==> src/rtl/ti_pkg.sv <==
// Shared definitions for the three-share threshold-implementation S-box datapath.
package ti_pkg;

  localparam int NIB_W   = 4;
  localparam int NSHARES = 3;
  localparam int PAIR_W  = (NSHARES - 1) * NIB_W;

  typedef enum logic [1:0] {
    IDLE,
    FETCH,
    PRESENT
  } state_t;

  // Higher-index share always lands in the upper nibble of a share-pair bus.
  function automatic logic [PAIR_W-1:0] pack_pair(input logic [NIB_W-1:0] hi,
                                                  input logic [NIB_W-1:0] lo);
    return {hi, lo};
  endfunction

endpackage

==> src/rtl/ti_share_split.sv <==
// Combinational Boolean three-way split of a nibble using two random masks.
module ti_share_split
  import ti_pkg::*;
(
  input  logic [NIB_W-1:0] x,
  input  logic [NIB_W-1:0] m0,
  input  logic [NIB_W-1:0] m1,
  output logic [NIB_W-1:0] s0,
  output logic [NIB_W-1:0] s1,
  output logic [NIB_W-1:0] s2
);

  assign s0 = m0;
  assign s1 = m1;
  assign s2 = x ^ m0 ^ m1;

endmodule

==> src/rtl/ti_share_gen.sv <==
// Masking front end: captures a nibble, pulls fresh randomness and presents three
// non-complete share-pair buses with a ready/valid handshake.
module ti_share_gen #(
  parameter int NIB_W = 4,
  parameter int CNT_W = 16
) (
  input  logic               clk,
  input  logic               rst,
  input  logic [NIB_W-1:0]   din,
  input  logic               din_valid,
  output logic               din_ready,
  input  logic [2*NIB_W-1:0] rnd,
  input  logic               rnd_valid,
  output logic               rnd_ready,
  output logic [2*NIB_W-1:0] sh_f0,
  output logic [2*NIB_W-1:0] sh_f1,
  output logic [2*NIB_W-1:0] sh_f2,
  output logic               sh_valid,
  input  logic               sh_ready,
  output logic               busy,
  output logic [CNT_W-1:0]   sh_cnt
);

  import ti_pkg::*;

  state_t           state;
  logic [NIB_W-1:0] x_q;
  logic [NIB_W-1:0] s0, s1, s2;

  ti_share_split u_split (
    .x  (x_q),
    .m0 (rnd[NIB_W-1:0]),
    .m1 (rnd[2*NIB_W-1:NIB_W]),
    .s0 (s0),
    .s1 (s1),
    .s2 (s2)
  );

  // Accepting in PRESENT depends on the same-cycle downstream handshake.
  assign din_ready = (state == IDLE) || ((state == PRESENT) && sh_ready);

  // x_q is wiped as soon as its shares are loaded so the raw nibble lives one stage only.
  always_ff @(posedge clk or posedge rst) begin
    if (rst) begin
      state     <= IDLE;
      x_q       <= '0;
      sh_f0     <= '0;
      sh_f1     <= '0;
      sh_f2     <= '0;
      sh_valid  <= 1'b0;
      rnd_ready <= 1'b0;
      busy      <= 1'b0;
      sh_cnt    <= '0;
    end else begin
      case (state)
        IDLE: begin
          if (din_valid) begin
            x_q       <= din;
            state     <= FETCH;
            rnd_ready <= 1'b1;
            busy      <= 1'b1;
          end
        end
        FETCH: begin
          if (rnd_valid) begin
            sh_f0     <= pack_pair(s2, s1);
            sh_f1     <= pack_pair(s2, s0);
            sh_f2     <= pack_pair(s1, s0);
            x_q       <= '0;
            state     <= PRESENT;
            rnd_ready <= 1'b0;
            sh_valid  <= 1'b1;
          end
        end
        PRESENT: begin
          if (sh_ready) begin
            sh_cnt   <= sh_cnt + CNT_W'(1);
            sh_valid <= 1'b0;
            if (din_valid) begin
              x_q       <= din;
              state     <= FETCH;
              rnd_ready <= 1'b1;
            end else begin
              state <= IDLE;
              busy  <= 1'b0;
            end
          end
        end
        default: begin
          state     <= IDLE;
          rnd_ready <= 1'b0;
          sh_valid  <= 1'b0;
          busy      <= 1'b0;
        end
      endcase
    end
  end

endmodule

==> config.mk <==
export PLATFORM = sky130hd
export DESIGN_NAME = ti_share_gen
export DESIGN_NICKNAME = d
export VERILOG_FILES = /design/src/rtl/ti_pkg.sv /design/src/rtl/ti_share_split.sv /design/src/rtl/ti_share_gen.sv
export SDC_FILE = /design/constraint.sdc
export NUM_CORES = 1
export LEC_CHECK = 0
export CAP_MARGIN = 0
export CORE_MARGIN = 2
export CORE_UTILIZATION = 44
export CTS_CLUSTER_SIZE = 10
export DETAILED_ROUTE_END_ITERATION = 7
export HOLD_SLACK_MARGIN = 0.12
export PLACE_DENSITY = 0.89
export SETUP_SLACK_MARGIN = 0.5
export SYNTH_ARGS = -nofsm -noshare
export SYNTH_HDL_FRONTEND = slang
export SYNTH_SLANG_ARGS = --single-unit
==> constraint.sdc <==
create_clock -name clk -period 1.78 [get_ports clk]
set_input_delay 0.178 -clock clk [delete_from_list [all_inputs] [get_ports clk]]
set_output_delay 0.178 -clock clk [all_outputs]
set_load 0.01 [all_outputs]
== Word-level counts from Yosys, hierarchy flattened ==
Cells that the tools add are included.

* $add $sub $neg: 1
* Equality and inequality tests: 6
* Muxes and demuxes: 20
* Bitwise operators: 4
* Reductions and logical operators: 11

{| class="wikitable"
|+ Operators with widths
! kind !! number
|-
| 16-bit by 1-bit adder with 16-bit output (second input constant) || 1
|-
| 4-bit 2-to-1 mux || 3
|-
| 4-bit case mux with 3 select lines || 1
|-
| 1-bit 2-to-1 mux || 9
|-
| 1-bit case mux with 3 select lines || 3
|-
| 3-bit AND reduction || 3
|-
| 2-bit != test (second input constant) || 4
|-
| 4-bit XOR || 2
|-
| 2-bit 2-to-1 mux || 3
|-
| 2-bit case mux with 3 select lines || 1
|-
| 2-bit AND reduction || 3
|-
| 4-bit AND reduction || 1
|-
| 3-bit nonzero test || 1
|-
| 2-bit by 1-bit == test with 1-bit output (second input constant) || 1
|-
| 2-bit == test (second input constant) || 1
|-
| 2-bit zero test || 1
|-
| 1-bit inverter || 2
|-
| 1-bit logical AND || 1
|-
| 1-bit logical OR || 1
|}

* Register bits: 49
* Logic and storage cells: 51

== Logic depth before layout (Yosys ltp) ==
* Word-level depth: 3
* Mapped depth: 5
* Depth with buffers taken out: 5

== By module ==
A second synthesis with hierarchy kept.

* Cells, all modules: 160
* Area, all modules: 1858.0 µm²

{| class="wikitable"
|+ Modules (own cells, without submodules)
! module !! instances !! cells an instance !! area each (µm²)
|-
| ti_share_gen || 1 || 148 || 1702.9
|-
| ti_share_split || 1 || 12 || 155.1
|}

== Worst setup path before layout ==
Ideal clock, no wire load.

* Path type: reg-to-reg
* Start point: reg sh_cnt[0]
* End point: reg sh_cnt[12]
* Data arrival time: 1.577 ns
* Data required time: 1.701 ns
* Setup slack: 0.124 ns
* Cell stages (with the launch flop): 6
* Path buffers: 0
* Cells stage by stage: dfrtp_1 ha_1 nand4b_4 or4_4 nor2_1 xor2_1

* Cells in the longest elaborated chain, start to end: 1

{| class="wikitable"
|+ RTL lines
! element !! line !! text
|-
| start: declaration || ti_share_gen.sv:21 || <nowiki>output logic [CNT_W-1:0] sh_cnt</nowiki>
|-
| start signal: assignment || ti_share_gen.sv:77 || <nowiki>sh_cnt <= sh_cnt + CNT_W'(1);</nowiki>
|-
| 16-bit by 1-bit adder with 16-bit output || ti_share_gen.sv:77 ||
|}

No other way between the ends.
A chain may end at the register's enable or synchronous reset.

== Final worst setup path ==
* Start point: reg state[1]
* End point: reg sh_f0[2]

* Cells in the longest elaborated chain, start to end: 2

{| class="wikitable"
|+ RTL lines
! element !! line !! text
|-
| start: declaration || ti_share_gen.sv:26 || <nowiki>state_t state;</nowiki>
|-
| start signal: assignment || ti_share_gen.sv:45 || <nowiki>state <= IDLE;</nowiki>
|-
| start signal: assignment || ti_share_gen.sv:59 || <nowiki>state <= FETCH;</nowiki>
|-
| start signal: assignment || ti_share_gen.sv:70 || <nowiki>state <= PRESENT;</nowiki>
|-
| 2-bit by 1-bit == test with 1-bit output || ti_share_gen.sv:55 || <nowiki>case (state)</nowiki>
|-
| 2-bit AND reduction (no source line) || n/a ||
|-
| end signal: assignment || ti_share_gen.sv:66 || <nowiki>sh_f0 <= pack_pair(s2, s1);</nowiki>
|-
| end: declaration || ti_share_gen.sv:15 || <nowiki>output logic [2*NIB_W-1:0] sh_f0,</nowiki>
|}

No other way between the ends.

==> impl_metrics.toml <==
[setup_path]
worstPathCellList = "buf_6, nand3b_1, buf_6, clkbuf_16, mux2_2"
crit_top_cell = "buf_6"
critPathRequiredTime_ps = 1950
path_class = "register to register"
critPathCaptureType = "register"
critical_path.slowest_cell = "dfrtp_2"
start_kind = "register"
cp.arrival_ps = 1680
worst-path-max-fanout = 8
rr_worst_depth = 5
slowest_delay_ps = 420

[timing]
grt_setup_unrepaired = "yes"
relSlewSlack_pct = 66.4
holdWs_ps = 215
final-setup-viol-count = 0
finalCritPeriodShare_pct = 84.9
worst_slew_pin_slew_ps = 504
finalHoldViolations = 0
finalCriticalPeriod_ps = 1510
drv_slew = 0
max_freq_mhz = 661
skew_ps = 3.55

[global_route]
antenna_found_initial = 0
grt_max_degree = 23
grt_pass1_wl_um = 5980
globalRouteMet2Util_pct = 30.5
gr-usage-met3_pct = 4.39
met1_usage_pct = 21.7
grt_usage_pct = 18.1
busiest_layer = "met2"
first_global_vias = 1336
overflow = 0

[final_layout]
syn2layout_area_growth_pct = 57.8
fin_area_mm2 = 0.00274
diodes = 0
fin_cells = 278
layout-drive-gt1-share_pct = 33.0
final_nets = 248

[die]
core_mm2 = 0.00372
core.rowCount = 22
die_h_um = 66.8
io_pins = 61
die_w_um = 66.8
die_area_mm2 = 0.00446
start_util_pct = 46.7

[placed_design]
port_buffers = 60
gp_congestion = 0.760
post-dp-hpwl_um = 2600
dpl_cell_area_mm2 = 0.00237
placed_cells = 248

[clock_network]
cts.clk_slew.worst_paths_ps = 70
clkSinkCount = 37
root_buffer = "clkbuf_8"
htree_levels = 2
cts_hold_buffers = 0
cts_buffers = 5
cts_tree = "done"
cts_max_path_buffers = 2
clk_latency_ps = 290

[detailed_routing]
route.detailed.drc = 0
dr.pass1.iters = 4
num_vias = 1399
first_iter_violations = 53
wirelength_um = 4130
wl_per_cell_um = 14.9
viasPerCell = 5.03
ant_nets = 0

[job]
maxCapViolations = 0

[yosys]
seq_area_frac_synth_pct = 53.4
synthArstFlopShare_pct = 100
synthTopCellsByArea = "dfrtp_1 (53%), xnor2_1 (6.1%), mux2_2 (5.8%)"
yosys_register_bits = 37
synthCells = 151
synth_ff_type = "dfrtp_1"
yosysMostFrequentCell = "dfrtp_1"
synth_nets = 169
yosysWarningCount = 0
synthTopCellsByCount = "dfrtp_1 (37), nand2_1 (14), buf_4 (13), xnor2_1 (12), xor2_1 (11)"
synth_top_cell_by_area = "dfrtp_1"
netlist.area_leader.share_pct = 53.4
synth_edf_count = 0
synth_area_per_cell_um2 = 11.5
netlist_area_mm2 = 0.00174
ys_types = 28

[status]
status = "completed"

[pwr]
peakVddDrop_mv = 0.674
power_per_cell_area_mw_per_mm2 = 1330
cellLeakagePower_nw = 1.40

[min_path]
hold_path.class = "input port to async pin"
-- sequential cells by signal, indices dropped and copies added, names as in the netlist --
| name | flops |
|---|---|
| busy | 1 |
| rnd_ready | 1 |
| sh_cnt | 16 |
| sh_f0 | 8 |
| sh_f1 | 4 |
| sh_valid | 1 |
| state | 2 |
| x_q | 4 |
-- worst max-delay path, delay by kind of cell, from the launching register on --
family,cells,cell delay (ps)
and+or+nand+nor,1,240
buffers and inverters,3,470
muxes,1,270
DFF,1,420
-- metrics by stage --
| stage | total power, mW | setup TNS (ps) | utilization (%) | worst slack [ps] |
|---|---|---|---|---|
| 4_1_cts | 3.39 | 0 | 67.6 | 280 |
| 6_report | 3.63 | 0 | 73.7 | 268 |
| 3_5_place_dp | 2.99 | -22.2 | 63.8 | -20.5 |
| 5_1_grt | 3.88 | 0 | 73.7 | 183 |
| 2_1_floorplan | 2.30 | 0 | - | 286 |
| 3_3_place_gp | 2.92 | 0 | 63.8 | 55.4 |
-- report_power, final --
group          switching [mW]  total (mW)  internal (mW)  leakage, nW
Combinational           0.729        1.71          0.978        0.891
Clock                   0.273       0.580          0.307       0.0443
Sequential              0.218        1.34           1.13        0.462
-- layout make-up --
class                      instances  area [µm²]
clock buffer                       7        86.3
fill                             275         978
inverter                           4        15.0
multi-input combinational         94         813
sequential                        37         933
tap                               48        60.1
timing repair buffer              88         830
-- cell usage in the layout (no fill, tap or decap), drive strengths merged --
master and n:
nand3 6, nor2 7, nand3b 2, ha 1, mux2 9, or4 1
nor4 1, xor2 11, or2 1, nand4b 1, nand2b 2, dlygate4sd2 43
clkbuf 10, dlymetal6s2s 1, o211ai 1, a21oi 2, xnor2 12, nor2b 1
clkdlybuf4s50 15, dfrtp 37, nand2 14, o21ai 9, a31o 4, buf 26
inv 4, nor3 1, nand4 3, and3 5
-- per-layer routing --
metal  up-vias  share of wire (%)  wire [µm]
li1        665                  -          -
met1       671                 40       1630
met2        55                 53       2180
met3         8                5.9        242
met4         0                1.8         75
met5         -                  0          0
-- final timing paths --
kind / to / slack, ps / start
max: sh_f0[2] / 270 / state[1]
min: sh_cnt[3] / 210 / rst
max reg2reg: sh_f0[2] / 270 / state[1]
min reg2reg: sh_cnt[15] / 470 / sh_cnt[15]
max in group asynchronous: sh_cnt[10] / 1070 / rst
min in group clk: sh_cnt[15] / 470 / sh_cnt[15]
-- cells by family (layout without fill, tap and decap cells) --
group	Yosys count	in the layout	share of synthesized area [%]
multiplexers	9	9	5.84
AND/OR/NAND/NOR	45	45	15.2
flip-flops	37	37	53.4
AO/OA/AOI/OAI	16	16	5.62
buffers and inverters	20	99	7.64
XOR/XNOR	23	23	11.6
adder cells (fa/ha/maj)	1	1	0.721
-- timing repair --
item / CTS / global route
setup buffers: 13 / 7
setup endpoints to repair: 65 / 28
cloned: 0 / 3
hold endpoints to repair: 0 / 0
pin swaps: 1 / 3
gates resized for setup: 50 / 28
No activity file was read; power rests on OpenSTA's default activity.
==> RTL edit, RTL diff (same flow settings) <==
`NIB_W` is set to 4 in 2 places; all go to 5.
--- a/src/rtl/ti_pkg.sv
+++ b/src/rtl/ti_pkg.sv
@@ -2,5 +2,5 @@
 package ti_pkg;
 
-  localparam int NIB_W   = 4;
+  localparam int NIB_W   = 5;
   localparam int NSHARES = 3;
   localparam int PAIR_W  = (NSHARES - 1) * NIB_W;
--- a/src/rtl/ti_share_gen.sv
+++ b/src/rtl/ti_share_gen.sv
@@ -2,5 +2,5 @@
 // non-complete share-pair buses with a ready/valid handshake.
 module ti_share_gen #(
-  parameter int NIB_W = 4,
+  parameter int NIB_W = 5,
   parameter int CNT_W = 16
 ) (
Interface: changed (5 resized); port bits go from 61 to 70. No check against the original RTL was run, so the function may have changed too.
==> RTL edit against the original RTL <==
  * Worst setup slack improved by 0.078 ns
  * Critical path depth fell by 2
  * Synthesized area up 15%
  * Total power increased by 22%
  * Maximum frequency up 5.5%
  * Combinational power up 32%
  * Sequential cell count grew 4
  * Cell area is 13% higher
  * Register-to-register slack improved by 0.11 ns
  * Clock power increased by 15%
  * Routed wire length rose by 15%
  * Via count is 11% higher
  * First-iteration DRC count up 49%
  * Largest power group unchanged
  * Highest routed layer unchanged
==> RTL edit: results (changes against the original RTL) <==
clocking:
  clk-insertion-delay-late_ns: 0.29  # about the same
  cts_made_buffers: 5  # unchanged
  cts_root_buffer: "clkbuf_8"
  cts_buffer_depth: 2  # unchanged
  cts.clk_slew.worst_paths_ns: 0.08
  htree_num_levels: 2  # unchanged
synth:
  syn-instance-count: 176  # +17%
  synthesis.nets: 197  # +17%
  synth_mux_area_frac: 0.0981  # +0.0397
  synth.area.top_cells: "dfrtp_1 (51%), xnor2_1 (7.4%), mux2_4 (6.7%)"
  yosysUniqueCellTypes: 30  # +7.1%
  yosysSeqAreaShare: 0.512  # -0.0213
  yosys-top-cells-count: "dfrtp_1 (41), nand2_1 (21), xnor2_1 (17)"
  synth-compound-area-share: 0.0462  # -0.0100
  ys_warn_count: 0  # unchanged
  synth_xor_area_frac: 0.109  # -0.00677
  synth-async-reset-ratio: 1.00  # unchanged
  synthAdderAreaFrac: 0.00625  # -0.000964
critical_path:
  cpPeakStageDelay_ns: 0.42  # about the same
  crit_family: "buffers and inverters"
  cp_max_fo: 3  # -5
  arrival_ns: 1.26  # -0.42 ns
  crit_slowest_cell: "dfrtp_1"
global_routing:
  grt_pass1_wl_um: 7690  # +29%
  gr-usage-met1: 0.248  # +0.0316
  antenna_found_initial: 0  # unchanged
  grt_use_total: 0.193  # +0.0119
  use_met3: 0.0253  # -0.0186
  grt_pass1_vias: 1569  # +17%
  globalRouteMet2Util: 0.336  # +0.0314
  grt_max_degree: 42  # +83%
cells_and_area:
  final_net_count: 292  # +18%
  reg_top3: "sh_cnt: 16 flops, sh_f0: 10 flops"
  largest_reg_flops: 16  # unchanged
  insertedDiodeCount: 0  # unchanged
  layout-drive-gt1-share: 0.335  # +0.00412
place:
  io_buffers: 69  # +15%
  gp_congestion: 0.795  # +4.6%
  dp.final_hpwl_um: 2850  # +9.3%
  post-place-ws_ns: 0.106  # +0.126 ns
  place_area_um2: 2640  # +11%
  placed_cells: 281  # +13%
power:
  peakVddDrop_uv: 915  # +36%
  p_leak_nw: 1.62  # +16%
route:
  dr.pass1.iters: 4  # unchanged
  dr_wl_met2_um: 2470  # +13%
  wirelength_um: 4760  # +15%
  drt_iter0_drc: 79  # +49%
  top_layer: "met4"
  avgViaCountPerCell: 4.81  # -4.5%
  dr_wl_met3_um: 191  # -21%
  met1_length_um: 2050  # +26%
  via_count: 1557  # +11%
timing:
  worst_pin_slew_ns: 0.523  # +0.0193 ns
  clock_skew_ns: 0.00687  # +0.00332 ns
  slew_viol_final: 0  # unchanged
status:
  status: "completed"
min_path:
  hold_class: "in -> reg"
RTL edit: cell count changes after synthesis, moves of 3 or more:
cell,change
dfrtp_1,+4
and3_1,-4
xnor2_1,+5
xor2_1,-3
nand2_1,+7
mux2_2,-8
a31o_2,-4
mux2_4,+9
inv_1,+6
mux2i_1,+5
a21oi_1,+4
RTL edit: worst paths after layout:
kind | slack (ns) | depth (start not counted) | from | endpoint
setup / recovery | 0.35 | 3 | sh_cnt[5] | sh_cnt[5]
hold / removal | 0.30 | 3 | din_valid | busy
setup reg to reg | 0.38 | 4 | state[1] | sh_f0[0]
hold reg to reg | 0.49 | 1 | sh_cnt[15] | sh_cnt[15]
max in group asynchronous | 1.09 | 3 | rst | sh_cnt[0]
min in group asynchronous | 0.31 | 3 | rst | sh_cnt[9]
RTL edit: layout make-up:
cell class	count	area, um2
Tap cell	52	65.1
Fill cell	337	1280
Timing Repair Buffer	104	920
Inverter	10	40.0
Sequential cell	41	1030
Multi-Input combinational cell	109	948
Clock inverter	1	5.00
Clock buffer	7	96.3
RTL edit: tightest hold or removal path, cell delays in order:
cell and delay (ns):
dlymetal6s2s_1 0.18, o211ai_1 0.12, o21ai_0 0.07
RTL edit: power by group:
part	total, mW	internal (mW)	leakage, nW	switching (mW)
logic	2.25	1.27	1.05	0.977
clock network	0.668	0.351	0.0542	0.318
registers	1.51	1.26	0.516	0.256
total	4.43	2.88	1.62	1.55
RTL edit: timing repair:
| item | CTS | global route |
|---|---|---|
| resized for setup | 71 | 29 |
| gates cloned | 3 | 0 |
| pin swaps | 14 | 19 |
| hold buffers | 0 | 0 |
| buffers inserted | 21 | 11 |
| endpoints found under the setup margin | 82 | 35 |
